**src/rtl/bram_access_scheduler_if.sv**
```systemverilog
// Client-side request/response bundle and dual-port BRAM bundle for the
// access scheduler. Port 1 of the RAM is read-only, port 2 is write-only.
interface bram_access_scheduler_if #(
    parameter int DATA_WIDTH = 32,
    parameter int ADDR_WIDTH = 10
);
    logic                    init_req;
    logic                    busy;
    logic                    rd_valid;
    logic [ADDR_WIDTH-1:0]   rd_addr;
    logic                    rd_ready;
    logic                    rd_data_valid;
    logic [DATA_WIDTH-1:0]   rd_data;
    logic                    wr_valid;
    logic [ADDR_WIDTH-1:0]   wr_addr;
    logic [DATA_WIDTH-1:0]   wr_data;
    logic [DATA_WIDTH/8-1:0] wr_strb;
    logic                    wr_ready;

    modport master (
        output init_req, rd_valid, rd_addr, wr_valid, wr_addr, wr_data, wr_strb,
        input  busy, rd_ready, rd_data_valid, rd_data, wr_ready
    );
    modport slave (
        input  init_req, rd_valid, rd_addr, wr_valid, wr_addr, wr_data, wr_strb,
        output busy, rd_ready, rd_data_valid, rd_data, wr_ready
    );
endinterface

interface bram_access_scheduler_ram_if #(
    parameter int DATA_WIDTH = 32,
    parameter int ADDR_WIDTH = 10
);
    logic                    ram_en;
    logic [ADDR_WIDTH-1:0]   ram_addr_1;
    logic [DATA_WIDTH/8-1:0] ram_write_en_1;
    logic [DATA_WIDTH-1:0]   ram_data_out_1;
    logic [ADDR_WIDTH-1:0]   ram_addr_2;
    logic [DATA_WIDTH/8-1:0] ram_write_en_2;
    logic [DATA_WIDTH-1:0]   ram_data_in_2;

    modport master (
        output ram_en, ram_addr_1, ram_write_en_1, ram_addr_2, ram_write_en_2, ram_data_in_2,
        input  ram_data_out_1
    );
    modport slave (
        input  ram_en, ram_addr_1, ram_write_en_1, ram_addr_2, ram_write_en_2, ram_data_in_2,
        output ram_data_out_1
    );
endinterface

```
**src/rtl/bram_access_scheduler.sv**
```systemverilog
// Arbitrates one read and one write port onto a dual-port BRAM, and clears the
// whole RAM after reset or on request. Writes win same-address collisions.
module bram_access_scheduler #(
    parameter int DATA_WIDTH = 32,
    parameter int ADDR_WIDTH = 10
) (
    input  logic                         clk,
    input  logic                         reset,
    bram_access_scheduler_if.slave       s_req,
    bram_access_scheduler_ram_if.master  m_ram
);
    localparam int                    STRB_WIDTH = DATA_WIDTH / 8;
    localparam logic [ADDR_WIDTH-1:0] LAST_ADDR  = '1;

    typedef enum logic {ST_INIT, ST_RUN} state_t;

    state_t                  r_state;
    state_t                  w_state_next;
    logic [ADDR_WIDTH-1:0]   r_cnt;
    logic [ADDR_WIDTH-1:0]   w_cnt_next;
    logic                    r_rd_data_valid;

    logic                    w_collision;
    logic                    w_busy;
    logic                    w_rd_ready;
    logic                    w_wr_ready;
    logic [ADDR_WIDTH-1:0]   w_addr_2;
    logic [DATA_WIDTH-1:0]   w_data_in_2;
    logic [STRB_WIDTH-1:0]   w_write_en_2;

    // A zero-strobe write touches no bytes, so it cannot collide with a read.
    assign w_collision = s_req.rd_valid & s_req.wr_valid & (|s_req.wr_strb)
                       & (s_req.rd_addr == s_req.wr_addr);

    always_ff @(posedge clk) begin
        if (reset) begin
            r_state         <= ST_INIT;
            r_cnt           <= '0;
            r_rd_data_valid <= 1'b0;
        end else begin
            r_state         <= w_state_next;
            r_cnt           <= w_cnt_next;
            r_rd_data_valid <= s_req.rd_valid & w_rd_ready;
        end
    end

    always_comb begin
        w_state_next = r_state;
        w_cnt_next   = r_cnt;
        case (r_state)
            ST_INIT: begin
                w_cnt_next = r_cnt + 1'b1;
                if (r_cnt == LAST_ADDR) begin
                    w_state_next = ST_RUN;
                end
            end
            ST_RUN: begin
                if (s_req.init_req) begin
                    w_state_next = ST_INIT;
                    w_cnt_next   = '0;
                end
            end
            default: begin
                w_state_next = ST_INIT;
                w_cnt_next   = '0;
            end
        endcase
    end

    always_comb begin
        w_busy       = 1'b0;
        w_rd_ready   = 1'b0;
        w_wr_ready   = 1'b0;
        w_addr_2     = s_req.wr_addr;
        w_data_in_2  = s_req.wr_data;
        w_write_en_2 = '0;
        if (reset) begin
            w_busy = 1'b1;
        end else begin
            case (r_state)
                ST_INIT: begin
                    w_busy       = 1'b1;
                    w_addr_2     = r_cnt;
                    w_data_in_2  = '0;
                    w_write_en_2 = '1;
                end
                ST_RUN: begin
                    w_wr_ready = 1'b1;
                    w_rd_ready = ~w_collision;
                    if (s_req.wr_valid) begin
                        w_write_en_2 = s_req.wr_strb;
                    end
                end
                default: begin
                    w_busy = 1'b1;
                end
            endcase
        end
    end

    assign s_req.busy          = w_busy;
    assign s_req.rd_ready      = w_rd_ready;
    assign s_req.wr_ready      = w_wr_ready;
    assign s_req.rd_data_valid = r_rd_data_valid;
    assign s_req.rd_data       = m_ram.ram_data_out_1;

    // Read address bypasses any register so the RAM's own read register
    // provides the single cycle of latency.
    assign m_ram.ram_en         = 1'b1;
    assign m_ram.ram_addr_1     = s_req.rd_addr;
    assign m_ram.ram_write_en_1 = '0;
    assign m_ram.ram_addr_2     = w_addr_2;
    assign m_ram.ram_data_in_2  = w_data_in_2;
    assign m_ram.ram_write_en_2 = w_write_en_2;
endmodule

```
**src/flat_wrapper.sv**
```systemverilog
// flat-port wrapper written by rule: the top's interface ports become plain ports
module bram_access_scheduler_flat 
#(
    parameter int DATA_WIDTH = 32,
    parameter int ADDR_WIDTH = 10
)
  (clk, reset, s_req_init_req, s_req_rd_valid, s_req_rd_addr, s_req_wr_valid, s_req_wr_addr, s_req_wr_data, s_req_wr_strb, s_req_busy, s_req_rd_ready, s_req_rd_data_valid, s_req_rd_data, s_req_wr_ready, m_ram_ram_en, m_ram_ram_addr_1, m_ram_ram_write_en_1, m_ram_ram_addr_2, m_ram_ram_write_en_2, m_ram_ram_data_in_2, m_ram_ram_data_out_1);
  bram_access_scheduler_if #(.DATA_WIDTH(DATA_WIDTH), .ADDR_WIDTH(ADDR_WIDTH)) s_req_i ();
  bram_access_scheduler_ram_if #(.DATA_WIDTH(DATA_WIDTH), .ADDR_WIDTH(ADDR_WIDTH)) m_ram_i ();
  input  logic clk;
  input  logic reset;
  input wire logic [$bits(s_req_i.init_req)-1:0] s_req_init_req;
  input wire logic [$bits(s_req_i.rd_valid)-1:0] s_req_rd_valid;
  input wire logic [$bits(s_req_i.rd_addr)-1:0] s_req_rd_addr;
  input wire logic [$bits(s_req_i.wr_valid)-1:0] s_req_wr_valid;
  input wire logic [$bits(s_req_i.wr_addr)-1:0] s_req_wr_addr;
  input wire logic [$bits(s_req_i.wr_data)-1:0] s_req_wr_data;
  input wire logic [$bits(s_req_i.wr_strb)-1:0] s_req_wr_strb;
  output wire logic [$bits(s_req_i.busy)-1:0] s_req_busy;
  output wire logic [$bits(s_req_i.rd_ready)-1:0] s_req_rd_ready;
  output wire logic [$bits(s_req_i.rd_data_valid)-1:0] s_req_rd_data_valid;
  output wire logic [$bits(s_req_i.rd_data)-1:0] s_req_rd_data;
  output wire logic [$bits(s_req_i.wr_ready)-1:0] s_req_wr_ready;
  output wire logic [$bits(m_ram_i.ram_en)-1:0] m_ram_ram_en;
  output wire logic [$bits(m_ram_i.ram_addr_1)-1:0] m_ram_ram_addr_1;
  output wire logic [$bits(m_ram_i.ram_write_en_1)-1:0] m_ram_ram_write_en_1;
  output wire logic [$bits(m_ram_i.ram_addr_2)-1:0] m_ram_ram_addr_2;
  output wire logic [$bits(m_ram_i.ram_write_en_2)-1:0] m_ram_ram_write_en_2;
  output wire logic [$bits(m_ram_i.ram_data_in_2)-1:0] m_ram_ram_data_in_2;
  input wire logic [$bits(m_ram_i.ram_data_out_1)-1:0] m_ram_ram_data_out_1;
  assign s_req_i.init_req = s_req_init_req;
  assign s_req_i.rd_valid = s_req_rd_valid;
  assign s_req_i.rd_addr = s_req_rd_addr;
  assign s_req_i.wr_valid = s_req_wr_valid;
  assign s_req_i.wr_addr = s_req_wr_addr;
  assign s_req_i.wr_data = s_req_wr_data;
  assign s_req_i.wr_strb = s_req_wr_strb;
  assign s_req_busy = s_req_i.busy;
  assign s_req_rd_ready = s_req_i.rd_ready;
  assign s_req_rd_data_valid = s_req_i.rd_data_valid;
  assign s_req_rd_data = s_req_i.rd_data;
  assign s_req_wr_ready = s_req_i.wr_ready;
  assign m_ram_ram_en = m_ram_i.ram_en;
  assign m_ram_ram_addr_1 = m_ram_i.ram_addr_1;
  assign m_ram_ram_write_en_1 = m_ram_i.ram_write_en_1;
  assign m_ram_ram_addr_2 = m_ram_i.ram_addr_2;
  assign m_ram_ram_write_en_2 = m_ram_i.ram_write_en_2;
  assign m_ram_ram_data_in_2 = m_ram_i.ram_data_in_2;
  assign m_ram_i.ram_data_out_1 = m_ram_ram_data_out_1;
  bram_access_scheduler #(.DATA_WIDTH(DATA_WIDTH), .ADDR_WIDTH(ADDR_WIDTH)) u_core (.clk(clk), .reset(reset), .s_req(s_req_i), .m_ram(m_ram_i));
endmodule
```
**config.mk**
```make
export PLATFORM = sky130hd
export DESIGN_NAME = bram_access_scheduler_flat
export DESIGN_NICKNAME = d
export VERILOG_FILES = /design/src/rtl/bram_access_scheduler_if.sv /design/src/rtl/bram_access_scheduler.sv /design/src/flat_wrapper.sv
export SDC_FILE = /design/constraint.sdc
export NUM_CORES = 1
export LEC_CHECK = 0
export ABC_CLOCK_PERIOD_IN_PS = 1600
export CAP_MARGIN = 10
export CORE_AREA = 4 4 72 74
export DETAILED_ROUTE_END_ITERATION = 8
export DIE_AREA = 0 0 76 78
export DONT_BUFFER_PORTS = 1
export PLACE_DENSITY_LB_ADDON = 0.12
export SETUP_SLACK_MARGIN = 0.05
export SYNTH_ARGS = -nofsm -noshare
export SYNTH_HDL_FRONTEND = slang
export SYNTH_SLANG_ARGS = --single-unit
```
**constraint.sdc**
```tcl
create_clock -name clk -period 1.6 [get_ports clk]
set_clock_uncertainty 0.1 [all_clocks]
set_input_delay 0.32 -clock clk [delete_from_list [all_inputs] [get_ports clk]]
set_output_delay 0.32 -clock clk [all_outputs]
set_load 0.01 [all_outputs]
```
Word level (Yosys, flattened, before mapping)
Cells that the tools add are included.
- register bits: 12
- bits in latches: 0
- bits in writable memories: 0
- bits in read-only memories: 0
- bits of input ports: 93
- output and inout port bits: 97
- word-level logic and storage cells: 32
- memories kept: 0
- add/sub/neg operators: 1
- multiply operators: 0
- div/mod/pow operators: 0
- magnitude comparators: 0
- eq/ne operators: 3
- shift operators: 0
- multiplexer cells: 18
- bitwise operators: 6
- reductions and logical operators: 1
- operators with widths (kind ; count):
    2-to-1 mux 32 bit ; 2
    2-to-1 mux 10 bit ; 3
    case mux 10 bit (2 select lines) ; 1
    adder 10 x 1 -> 10 bit (second input constant) ; 1
    == test 10 bit ; 1
    == test 10 bit (second input constant) ; 1
    2-to-1 mux 1 bit ; 8
    2-to-1 mux 4 bit ; 2
    case mux 4 bit (2 select lines) ; 1
    AND 1 bit ; 4
    OR reduction 4 bit ; 1
    != test 2 bit (second input constant) ; 1
    NOT 1 bit ; 2
    case mux 1 bit (2 select lines) ; 1

Depth between registers and ports, before layout
- depth after elaboration: 7
- mapped depth: 5
- mapped depth without buffers: 4

Worst setup path after synthesis
OpenSTA, ideal clock, no wires.
- kind: input to output
- start: input reset
- end: output m_ram_ram_addr_2[1]
- data arrival time: 1331 ps
- required time: 1180 ps
- slack: -151 ps
- cell stages on the path: 4
- buffers on the path: 2
- cell sequence: buf_2 nor2_1 buf_2 mux2_2
- cells in the longest elaborated chain, start to end: 1
- ends and longest elaborated chain (what ; line ; text):
    start: declaration ; flat_wrapper.sv:11 ; input logic reset;
    2-to-1 mux 10 bit ; bram_access_scheduler.sv:77 ; if (reset) begin
    end: declaration ; flat_wrapper.sv:27 ; output wire logic [$bits(m_ram_i.ram_addr_2)-1:0] m_ram_ram_addr_2;
No other way between the ends.

Worst setup path in the final report
- start: register u_core.r_state
- end: output m_ram_ram_addr_2[5]
- cells in the longest elaborated chain, start to end: 2
- ends and longest elaborated chain (what ; line ; text):
    start: declaration ; bram_access_scheduler.sv:17 ; state_t r_state;
    start signal: assignment ; bram_access_scheduler.sv:41 ; r_state <= w_state_next;
    2-to-1 mux 10 bit ; bram_access_scheduler.sv:80 ; case (r_state)
    2-to-1 mux 10 bit ; bram_access_scheduler.sv:77 ;
No other way between the ends.

==> results.yml <==
run_status:
  status: "complete, but fails checks"
  violations: "setup timing"
critical_path:
  endpoint_kind: "output port"
  worstSetupPathType: "reg2out"
  worstReg2RegStart: "u_core.r_state$_SDFF_PP0_"
  arrival_ps: 1260
  crit_start: "u_core.r_state$_SDFF_PP0_"
  start_kind: "register"
  rr_worst_depth: 4
  r2r-end: "u_core.r_cnt[9]$_SDFFE_PP0P_"
  r2r_setup_slack_ps: 30
  crit_path_max_fanout: 5
  crit_required_ps: 1180
synthesis:
  netlist_top_cells_area: "buf_4, dfxtp_1, nor2b_1"
  synth-edff-count: 0
  ys_seq_area_share_pct: 16.7
  avgSynthCellArea_um2: 7.47
  synthFlopType: "dfxtp_1"
  synth_top_area_share_pct: 24.5
  synth_commonest_cells: "buf_4, nor2b_1, nand2_1, dfxtp_1"
  async_flop_share_pct: 0
  synth_cells: 193
  yosys_register_bits: 12
  yosysMostFrequentCell: "buf_4"
  yosys.cell_types.count: 33
  syn_area_um2: 1440
  yosys_warnings: 0
  yosysTopAreaCell: "buf_4"
hold_path:
  worstHoldStart: "reset"
  whs_path_depth: 1
  min_to: "u_core.r_cnt[0]$_SDFFE_PP0P_"
  holdCritPathClass: "in2reg"
global_routing:
  grt-ovfl-total: 0
  antenna_found_initial: 0
  grt_usage_pct: 14.8
  grt_max_degree: 22
  grt_pass1_wl_um: 7040
  grt_pass1_vias: 1256
power:
  leakagePower_nw: 0.642
  seqPwrFrac_pct: 33.6
  p_sw_uw: 267
  combinationalPowerShare_pct: 29.4
  irDropWorstVdd_uv: 232
  clkPwrFrac_pct: 37.0
  powerDensity_nw_per_um2: 562
  p_total_uw: 928
  switching_share_pct: 28.8
  p_int_uw: 660
timing:
  fmax_mhz: 596
  period_minus_slack_ps: 1680
  slew_viol_final: 0
  fin_setup_tns_ps: -974
  fin_crit_sh_pct: 105
  setup_ws_ps: -77.9
  finalSetupViolCount: 31
  hold_viol_final: 0
  rsz0062_at_grt: "yes"
  whs_ps: 29.1
place:
  dp_hpwl_um: 3690
  numPortBuffers: 0
  pre_cts_slack_ps: 34.2
  gp_congestion: 0.809
clocking:
  clkSlewWorstSetupHoldPaths_ps: 60
  cts_tree: "done"
  clock_path_buffers: 2
  clk_latency_ps: 240
  clock-sinks: 12
  numCtsBuffers: 3
  htreeDepth: 1
  clockRootBuffer: "clkbuf_8"
final_layout:
  fin_util_pct: 35.9
  insertedDiodeCount: 0
  drive_gt1_share_pct: 48.5
  areaGrowthSynthToFinish_pct: 14.5
  layout.nets: 260
routing:
  dr.pass1.iters: 4
  antenna_left: 0
  via_per_inst: 5.61
  totalWireLength_um: 4880
  wl_per_cell_um: 22.3
  initialDrtViolationCount: 41
  drc_errors: 0
  vias: 1229
floorplan:
  coreArea_um2: 4600
  pin_count: 190
  rows: 25
  initial_core_util_pct: 31.3
  die-width_um: 76
  die_y_um: 78
  dieArea_um2: 5930
run:
  max_cap_violations: 0
[worst max-delay path, cell delays in order (launching register included)]
cell       delay, ps
dfxtp_4          360
nor2_4           170
clkbuf_16        180
mux2_4           310
[worst max-delay path by stage]
stage / endpoint / slack [ps] / cells past startpoint
after detailed placement: u_core.r_state$_SDFF_PP0_ / 30 / 4
after CTS: m_ram_ram_addr_2[9] / -100 / 3
final: m_ram_ram_addr_2[5] / -80 / 3
after global routing: m_ram_ram_addr_2[5] / -110 / 3
after global placement: u_core.r_state$_SDFF_PP0_ / 20 / 4
after floorplan: m_ram_ram_addr_2[1] / 70 / 4
[state kept, by name (all words and copies together), names as in the netlist]
name and count:
u_core.r_cnt 10, u_core.r_state 1, u_core.s_req.rd_data_valid 1
[layer usage]
layer / up-vias / GRT usage, % / wire length (µm)
li1: 543 / - / -
met1: 576 / 17.4 / 1880
met2: 84 / 23.4 / 2350
met3: 26 / 4.64 / 505
met4: 0 / 8.72 / 148
met5: - / 0 / 0
[cell usage in the layout, fill, tap and decap left out, types with 2 or more instances in the layout]
master      n
buf_16      3
nand2_1    13
nor4_1      2
dfxtp_4     2
a21oi_1     9
o211ai_1    2
o21ai_0     4
conb_1      5
nor4_2      2
nor2b_1     2
buf_4      13
nand2b_1    2
nor2b_2    31
or3_1       2
a311oi_1    2
dfxtp_1    10
a21oi_2     2
mux2_4     11
a31oi_1     4
clkbuf_8    4
clkbuf_16   2
xor2_1     10
nor2_1      6
inv_1       3
[power by group through the flow]
stage          registers, mW  logic [mW]  clock network [mW]
2_1_floorplan          0.319       0.270                   0
3_3_place_gp           0.317       0.187                   0
3_5_place_dp           0.317       0.188                   0
4_1_cts                0.310       0.263               0.347
5_1_grt                0.312       0.293               0.365
6_report               0.311       0.273               0.343
[area by class of cell]
class,count,area [µm²]
fillers,479,2950
multi-input cells,126,1010
repair buffers,20,262
flip-flops and latches,12,248
well taps,54,67.6
clock buffers,4,55.1
inverters,3,11.3
[repair_timing]
item | 4_1_cts | 5_1_grt
cloned | 4 | 1
hold buffers | 0 | 0
setup buffers | 2 | 1
resized for setup | 53 | 11
pin swaps | 2 | 3
setup endpoints to repair | 44 | 48
hold endpoints to repair | 0 | 0
[cells by family after synthesis]
family	count (synthesis)	synth area share, %
compound gates	27	11.5
xor+xnor	10	6.08
fa+ha+maj	1	0.868
buf+inv	58	27.6
flops	12	16.7
mux	11	8.59
other cells	2	0.521
simple gates	72	28.1
[metrics by stage]
stage | area (µm²) | std cells
finish | 1650 | 219
global route | 1650 | 219
CTS | 1570 | 217
detailed placement | 1240 | 207
global placement | 1240 | 207
floorplan | 1470 | 196
No activity file was read; power rests on OpenSTA's default activity.
